--- src/rtl/multicycle_controller.sv ---
// Main control FSM for the multicycle RV32I-subset datapath.
// It also contains the ALU and immediate decoders.
module multicycle_controller #(
  parameter bit TRAP_ON_ILLEGAL = 1'b0
) (
  input  logic       clk,
  input  logic       reset,
  input  logic [6:0] op,
  input  logic [2:0] funct3,
  input  logic       funct7b5,
  input  logic       zero,
  output logic       PCWrite,
  output logic       AdrSrc,
  output logic       MemWrite,
  output logic       IRWrite,
  output logic       RegWrite,
  output logic [1:0] ResultSrc,
  output logic [1:0] ALUSrcA,
  output logic [1:0] ALUSrcB,
  output logic [2:0] ALUControl,
  output logic [1:0] ImmSrc,
  output logic       illegal,
  output logic       halted,
  output logic [3:0] state
);

  localparam logic [6:0] OP_LOAD  = 7'b0000011;
  localparam logic [6:0] OP_STORE = 7'b0100011;
  localparam logic [6:0] OP_RTYPE = 7'b0110011;
  localparam logic [6:0] OP_ITYPE = 7'b0010011;
  localparam logic [6:0] OP_JAL   = 7'b1101111;
  localparam logic [6:0] OP_BEQ   = 7'b1100011;

  typedef enum logic [3:0] {
    FETCH    = 4'd0,
    DECODE   = 4'd1,
    MEMADR   = 4'd2,
    MEMREAD  = 4'd3,
    MEMWB    = 4'd4,
    MEMWRITE = 4'd5,
    EXECUTER = 4'd6,
    ALUWB    = 4'd7,
    EXECUTEI = 4'd8,
    JAL      = 4'd9,
    BEQ      = 4'd10,
    HALT     = 4'd11
  } stateT;

  stateT      currState;
  stateT      nextState;
  logic       pcUpdate;
  logic       branch;
  logic [1:0] aluOp;
  logic       irWriteRaw;
  logic       regWriteRaw;
  logic       memWriteRaw;
  logic       illegalRaw;

  always_ff @(posedge clk) begin
    if (reset) currState <= FETCH;
    else       currState <= nextState;
  end

  // Next state and per-state datapath controls
  always_comb begin
    nextState   = FETCH;
    pcUpdate    = 1'b0;
    branch      = 1'b0;
    aluOp       = 2'b00;
    irWriteRaw  = 1'b0;
    regWriteRaw = 1'b0;
    memWriteRaw = 1'b0;
    illegalRaw  = 1'b0;
    AdrSrc      = 1'b0;
    ResultSrc   = 2'b00;
    ALUSrcA     = 2'b00;
    ALUSrcB     = 2'b00;
    halted      = 1'b0;
    case (currState)
      FETCH: begin
        irWriteRaw = 1'b1;
        ALUSrcB    = 2'b10;
        ResultSrc  = 2'b10;
        pcUpdate   = 1'b1;
        nextState  = DECODE;
      end
      DECODE: begin
        ALUSrcA = 2'b01;
        ALUSrcB = 2'b01;
        case (op)
          OP_LOAD, OP_STORE: nextState = MEMADR;
          OP_RTYPE:          nextState = EXECUTER;
          OP_ITYPE:          nextState = EXECUTEI;
          OP_JAL:            nextState = JAL;
          OP_BEQ:            nextState = BEQ;
          default: begin
            illegalRaw = 1'b1;
            nextState  = TRAP_ON_ILLEGAL ? HALT : FETCH;
          end
        endcase
      end
      MEMADR: begin
        ALUSrcA   = 2'b10;
        ALUSrcB   = 2'b01;
        nextState = (op == OP_LOAD) ? MEMREAD : MEMWRITE;
      end
      MEMREAD: begin
        AdrSrc    = 1'b1;
        nextState = MEMWB;
      end
      MEMWB: begin
        ResultSrc   = 2'b01;
        regWriteRaw = 1'b1;
      end
      MEMWRITE: begin
        AdrSrc      = 1'b1;
        memWriteRaw = 1'b1;
      end
      EXECUTER: begin
        ALUSrcA   = 2'b10;
        aluOp     = 2'b10;
        nextState = ALUWB;
      end
      EXECUTEI: begin
        ALUSrcA   = 2'b10;
        ALUSrcB   = 2'b01;
        aluOp     = 2'b10;
        nextState = ALUWB;
      end
      ALUWB: begin
        regWriteRaw = 1'b1;
      end
      JAL: begin
        ALUSrcA   = 2'b01;
        ALUSrcB   = 2'b10;
        pcUpdate  = 1'b1;
        nextState = ALUWB;
      end
      BEQ: begin
        ALUSrcA = 2'b10;
        aluOp   = 2'b01;
        branch  = 1'b1;
      end
      HALT: begin
        halted    = 1'b1;
        nextState = HALT;
      end
      default: nextState = FETCH;
    endcase
  end

  // ALU decoder
  always_comb begin
    ALUControl = 3'b000;
    case (aluOp)
      2'b01: ALUControl = 3'b001;
      2'b10: begin
        case (funct3)
          3'b000:  ALUControl = (op[5] & funct7b5) ? 3'b001 : 3'b000;
          3'b010:  ALUControl = 3'b101;
          3'b110:  ALUControl = 3'b011;
          3'b111:  ALUControl = 3'b010;
          default: ALUControl = 3'b000;
        endcase
      end
      default: ALUControl = 3'b000;
    endcase
  end

  // Immediate format decoder, independent of state
  always_comb begin
    ImmSrc = 2'b00;
    case (op)
      OP_STORE: ImmSrc = 2'b01;
      OP_BEQ:   ImmSrc = 2'b10;
      OP_JAL:   ImmSrc = 2'b11;
      default:  ImmSrc = 2'b00;
    endcase
  end

  // Reset masks every architectural write in the same cycle
  assign PCWrite  = ~reset & (pcUpdate | (branch & zero));
  assign IRWrite  = ~reset & irWriteRaw;
  assign RegWrite = ~reset & regWriteRaw;
  assign MemWrite = ~reset & memWriteRaw;
  assign illegal  = ~reset & illegalRaw;
  assign state    = currState;

endmodule

--- config.mk ---
export PLATFORM = sky130hd
export DESIGN_NAME = multicycle_controller
export DESIGN_NICKNAME = d
export VERILOG_FILES = /design/src/rtl/multicycle_controller.sv
export SDC_FILE = /design/constraint.sdc
export NUM_CORES = 1
export LEC_CHECK = 0
export CAP_MARGIN = 40
export CORE_MARGIN = 4
export CORE_UTILIZATION = 38
export DETAILED_ROUTE_END_ITERATION = 7
export PLACE_DENSITY_LB_ADDON = 0.1
export SLEW_MARGIN = 5
export SYNTH_ARGS = -nofsm -noshare
export SYNTH_HDL_FRONTEND = slang
export SYNTH_SLANG_ARGS = --single-unit
--- constraint.sdc ---
create_clock -name clk -period 5 [get_ports clk]
set_input_delay 1 -clock clk [delete_from_list [all_inputs] [get_ports clk]]
set_output_delay 1 -clock clk [all_outputs]
set_load 0.01 [all_outputs]
==> results.sh, run 1 <==
export IMPL_timing_critical_path_arrival_ps=2850
export IMPL_critPathRequiredTime_ps=4000
export IMPL_startpoint_class="input port"
export IMPL_asr_flop_ratio_synth=0
export IMPL_max_cap_viol_count=0
export IMPL_fmaxAchievable_mhz=259
export IMPL_nets_in_the_synthesized_netlist=102
export IMPL_yosys_warnings=0
export IMPL_num_io_pins=36
export IMPL_postSynthAreaPerCell_um2=6.47
export IMPL_synth_flop_cell="dfxtp_1"
export IMPL_gp_routability_congestion=0.785
export IMPL_numCtsBuffers=3
export IMPL_max_slew_worst_pin_slew_ps=544
export IMPL_setup_total_negative_slack_ps=0
export IMPL_ys_ff_latch=4
export IMPL_path_class="input port to output port"
export IMPL_fp_dieW_um=46.3
export IMPL_grt_setup_unrepaired="no"
export IMPL_final_layout_size_suffix_gt1_frac=0.0583
export IMPL_yosys_cell_types_count=30
export IMPL_post_cts_resized_instances=0
export IMPL_worstSkewPairLatency_ps=250
export IMPL_finalSetupViolations=0
export IMPL_grt_start_max_net_pins=17
export IMPL_detail_route_vias_per_cell=5.56
export IMPL_p_sw_frac=0.307
export IMPL_netlist_area_um2=557
export IMPL_placementRows=13
export IMPL_static_leakage_uw=0.000313
export IMPL_hold_path_class="flip-flop to flip-flop"
export IMPL_antenna_violations_before_repair=0
export IMPL_drc_errors=0
export IMPL_power_share_sequential=0.291
export IMPL_layoutNonFillerInstCount=135
export IMPL_cts_tree="built"
export IMPL_clock_power_share=0.354
export IMPL_r2r_slack_ps=3390
export IMPL_netSwitchingPower_uw=38.0
export IMPL_max_slew_margin=0.637
export IMPL_clock_slew_at_the_register_clock_pins_of_the_worst_setup_and_hold_paths_ps=50
export IMPL_initial_core_utilization=0.417
export IMPL_htree_num_levels=1
export IMPL_result_of_the_run="finished clean"
export IMPL_synth_edff_count=0
export IMPL_clock_tree_root_cell="clkbuf_4"
export IMPL_drt_first_iter_violations=14
export IMPL_largest_register_ffs=4
export IMPL_ctsLongestPathBuffers=2
export IMPL_slew_violations=0
export IMPL_design_final_nets=138
export IMPL_final_common_cell="clkdlybuf4s50_1"
export IMPL_dp_cells=132
export IMPL_cts_num_sinks=4
export IMPL_vdd_ir_drop_worst_mv=0.117
export IMPL_i_o_buffers=35
export IMPL_postCtsHoldBufs=0
export IMPL_drt_antenna_violating_nets=0
export IMPL_grt_remaining_overflow=0
export IMPL_crit_path_end_kind="output port"
export IMPL_detailed_placer_s_ending_hpwl_mm=1.32
export IMPL_synth_seq_area_share=0.144
export IMPL_core_mm2=0.00133
export IMPL_routed_wl_mm=1.77
export IMPL_final_cell_mix="clkdlybuf4s50_1 (35), nor2_1 (14), a21oi_1 (8)"
export IMPL_firstDrtPassIters=5
export IMPL_final_hold_violation_count=0
export IMPL_total_track_usage=0.171
export IMPL_finalCriticalPeriod_ps=3850
export IMPL_timing_clock_skew_ps=10.7
export IMPL_timing_final_ws_setup_ps=1150
export IMPL_intPower_uw=85.7
export IMPL_first_pass_grt_wire_length_mm=2.67
export IMPL_power_frac_comb=0.355
export IMPL_drt_wirelength_per_cell_um=13.1
export IMPL_postCtsSetupRepairBufs=0
export IMPL_netlist_instances=86
export IMPL_period_share=0.771
export IMPL_dpl_worst_slack_ps=1170
export IMPL_design_die_area_mm2=0.00214
export IMPL_via_count_of_the_first_global_routing_pass=637
export IMPL_vias=751
export IMPL_floorplan_die_height_um=46.3
export IMPL_powerDensity_mw_per_mm2=135
export IMPL_syn_to_final_growth_pct=65.2
export IMPL_critPathMaxFanout=4
export IMPL_diodes=0
==> critical path, stage by stage <==
cell             delay, ps
clkdlybuf4s50_1        530
and4bb_2               290
nor2b_4                140
nor4b_1                290
clkdlybuf4s50_1        590
==> area by class of cell <==
type / count / area [um2]
clock buffer: 3 / 22.5
fill: 124 / 414
inverter: 4 / 15.0
multi-input combinational: 74 / 433
sequential: 4 / 80.1
tap: 15 / 18.8
timing repair buffer: 35 / 350
==> worst paths after layout <==
check / start / endpoint / depth (start not counted)
hold / removal: state[3] / state[1] / 2
setup / recovery: op[3] / illegal / 5
setup reg to reg: state[0] / state[2] / 4
hold reg to reg: state[3] / state[1] / 2
==> Yosys cell counts, types with 2 or more instances <==
cell type	n	area [um2]
nor2_1	14	52.6
a31oi_1	4	25.0
nor3_1	5	25.0
o21bai_1	2	15.0
nand4_1	2	12.5
nand2b_1	6	37.5
or2_2	2	12.5
nand2_1	7	26.3
o21ai_0	2	10.0
nor2b_1	3	18.8
dfxtp_1	4	80.1
nand3_1	2	10.0
nor4_1	3	18.8
xnor2_1	2	17.5
buf_2	2	10.0
a21oi_1	8	40.0
ha_1	2	25.0
inv_1	4	15.0
==> per-stage QoR <==
stage	total power, uW	util	cell area (um2)	hold WS [ps]
detailed placement	80.1	0.673	897	754
global route	130	0.689	920	812
finish	124	0.689	920	777
CTS	124	0.689	920	762
global placement	79.5	0.673	897	760
floorplan	53.6	-	557	641
==> power groups by stage <==
stage / logic [uW] / clock network, uW / registers (uW)
2_1_floorplan: 19.0 / 0 / 34.6
4_1_cts: 44.0 / 44.0 / 35.8
6_report: 43.9 / 43.8 / 36.0
5_1_grt: 47.8 / 46.1 / 36.1
3_3_place_gp: 43.2 / 0 / 36.3
3_5_place_dp: 43.8 / 0 / 36.3
==> kinds of logic (layout without fill, tap and decap cells) <==
logic type / count (synthesis) / after routing / synth area share
and+or+nand+nor: 51 / 51 / 0.497
AOI/OAI and AO/OA: 18 / 18 / 0.189
buffers and inverters: 8 / 42 / 0.0786
DFF: 4 / 4 / 0.144
xor gates and xnor gates: 3 / 3 / 0.0472
adders and majority gates: 2 / 2 / 0.0449
==> routing by layer <==
layer / vias to the layer above / global-route usage / routed length [um]
li1: 373 / - / -
met5: - / 0 / 0
met2: 41 / 0.269 / 861
met3: 2 / 0.0352 / 151
met4: 0 / 0.0511 / 5
met1: 335 / 0.232 / 753
No activity file was read; power rests on OpenSTA's default activity.
==> run 2, diff against run 1 <==
--- a/config.mk
+++ b/config.mk
@@ -7,7 +7,7 @@
 export LEC_CHECK = 0
 export CAP_MARGIN = 40
 export CORE_MARGIN = 4
-export CORE_UTILIZATION = 38
+export CORE_UTILIZATION = 35
 export DETAILED_ROUTE_END_ITERATION = 7
 export PLACE_DENSITY_LB_ADDON = 0.1
 export SLEW_MARGIN = 5
==> constraint.sdc (replaced) <==
create_clock -name clk -period 3.6 [get_ports clk]
set_input_delay 0.72 -clock clk [delete_from_list [all_inputs] [get_ports clk]]
set_output_delay 0.72 -clock clk [all_outputs]
set_load 0.01 [all_outputs]
==> results.sh, run 2 (synthesis gave the netlist of run 1 again) <==
export IMPL_worstSkewPairLatency_ps=230
export IMPL_startpoint_class="input port"
export IMPL_result_of_the_run="finished clean"
export IMPL_num_io_pins=36
export IMPL_gp_routability_congestion=0.771
export IMPL_layoutNonFillerInstCount=138
export IMPL_timing_critical_path_arrival_ps=2560
export IMPL_routed_wl_mm=1.73
export IMPL_drc_errors=0
export IMPL_via_count_of_the_first_global_routing_pass=623
export IMPL_placementRows=14
export IMPL_post_cts_resized_instances=0
export IMPL_path_class="input port to output port"
export IMPL_clock_tree_root_cell="clkbuf_4"
export IMPL_crit_path_end_kind="output port"
export IMPL_firstDrtPassIters=4
export IMPL_syn_to_final_growth_pct=68.1
export IMPL_max_slew_margin=0.700
export IMPL_design_final_nets=140
export IMPL_postCtsHoldBufs=0
export IMPL_filler_instances=158
export IMPL_floorplan_die_height_um=47.9
export IMPL_grt_setup_unrepaired="no"
export IMPL_largest_register_ffs=4
export IMPL_setup_total_negative_slack_ps=0
export IMPL_finalCriticalPeriod_ps=3280
export IMPL_slew_violations=0
export IMPL_clock_power_share=0.334
export IMPL_design_die_area_mm2=0.00229
export IMPL_core_mm2=0.00151
export IMPL_finalSetupViolations=0
export IMPL_hold_path_class="flip-flop to flip-flop"
export IMPL_powerDensity_mw_per_mm2=178
export IMPL_final_hold_violation_count=0
export IMPL_drt_first_iter_violations=11
export IMPL_p_sw_frac=0.284
export IMPL_htree_num_levels=1
export IMPL_period_share=0.911
export IMPL_i_o_buffers=35
export IMPL_critPathRequiredTime_ps=2880
export IMPL_initial_core_utilization=0.370
export IMPL_drt_wirelength_per_cell_um=12.5
export IMPL_fp_dieW_um=47.9
export IMPL_vdd_ir_drop_worst_mv=0.107
export IMPL_grt_start_max_net_pins=16
export IMPL_intPower_uw=119
export IMPL_detailed_placer_s_ending_hpwl_mm=1.38
export IMPL_power_frac_comb=0.370
export IMPL_post_route_core_utilization=0.621
export IMPL_postCtsSetupRepairBufs=0
export IMPL_final_layout_size_suffix_gt1_frac=0.0738
export IMPL_final_cell_mix="clkdlybuf4s50_1 (35), nor2_1 (14), a21oi_1 (8)"
export IMPL_fmaxAchievable_mhz=305
export IMPL_placedInstanceArea_um2=913
export IMPL_drt_antenna_violating_nets=0
export IMPL_fin_total_pwr_uw=166
export IMPL_diodes=0
export IMPL_total_track_usage=0.160
export IMPL_finish_instance_area_um2=936
export IMPL_netSwitchingPower_uw=47.2
export IMPL_dp_cells=135
export IMPL_max_slew_worst_pin_slew_ps=446
export IMPL_antenna_violations_before_repair=0
export IMPL_first_pass_grt_wire_length_mm=2.62
export IMPL_critPathMaxFanout=4
export IMPL_grt_remaining_overflow=0
export IMPL_cts_tree="built"
export IMPL_detail_route_vias_per_cell=5.31
export IMPL_vias=733
export IMPL_clock_slew_at_the_register_clock_pins_of_the_worst_setup_and_hold_paths_ps=40
export IMPL_cts_num_sinks=4
export IMPL_final_common_cell="clkdlybuf4s50_1"
export IMPL_numCtsBuffers=3
export IMPL_static_leakage_uw=0.000324
export IMPL_power_share_sequential=0.296
export IMPL_ctsLongestPathBuffers=2
export IMPL_max_cap_viol_count=0
export IMPL_timing_clock_skew_ps=5.25
[run 2: changes by cell type in the layout (fill, tap and decap cells not counted)]
cell   delta
buf_4     +2
[run 2: power groups by stage]
stage / clock network (uW) / registers, uW / logic [uW]
6_report: 55.5 / 49.2 / 61.4
5_1_grt: 62.9 / 49.5 / 66.4
4_1_cts: 56.1 / 49.3 / 61.8
3_5_place_dp: 0 / 50.0 / 61.4
3_3_place_gp: 0 / 49.9 / 60.9
2_1_floorplan: 0 / 48.1 / 26.3
[run 2: per-stage QoR]
| step | setup slack, ps | hold WS, ps |
|---|---|---|
| after detailed placement | 343 | 709 |
| after CTS | 320 | 725 |
| after global routing | 236 | 773 |
| after floorplan | 1090 | 641 |
| final | 320 | 726 |
| after global placement | 360 | 692 |
[run 2: layout make-up]
class                           instances  area, um2  area share
Clock buffer                            3       22.5      0.0241
Timing Repair Buffer                   37        365       0.390
Sequential cell                         4       80.1      0.0856
Inverter                                4       15.0      0.0160
Multi-Input combinational cell         74        433       0.463
Tap cell                               16       20.0      0.0214
[run 2: layer usage]
layer | global-route usage | vias up | share of wire
li1 | - | 375 | -
met5 | 0 | - | 0
met4 | 0.0645 | 0 | 0.013
met2 | 0.253 | 24 | 0.46
met3 | 0.0226 | 2 | 0.062
met1 | 0.214 | 332 | 0.47
[run 2: path summary, 6_finish.rpt]
path	slack [ps]	start	cells past startpoint	end
max	320	op[3]	5	illegal
min	730	state[3]	3	state[2]
max reg2reg	2030	state[0]	4	state[2]
min reg2reg	730	state[3]	3	state[2]
[run 2: critical path, stage by stage]
cell and delay (ps):
clkdlybuf4s50_1 530, and4bb_2 290, nor2b_4 140, nor4b_1 280, clkdlybuf4s50_1 590
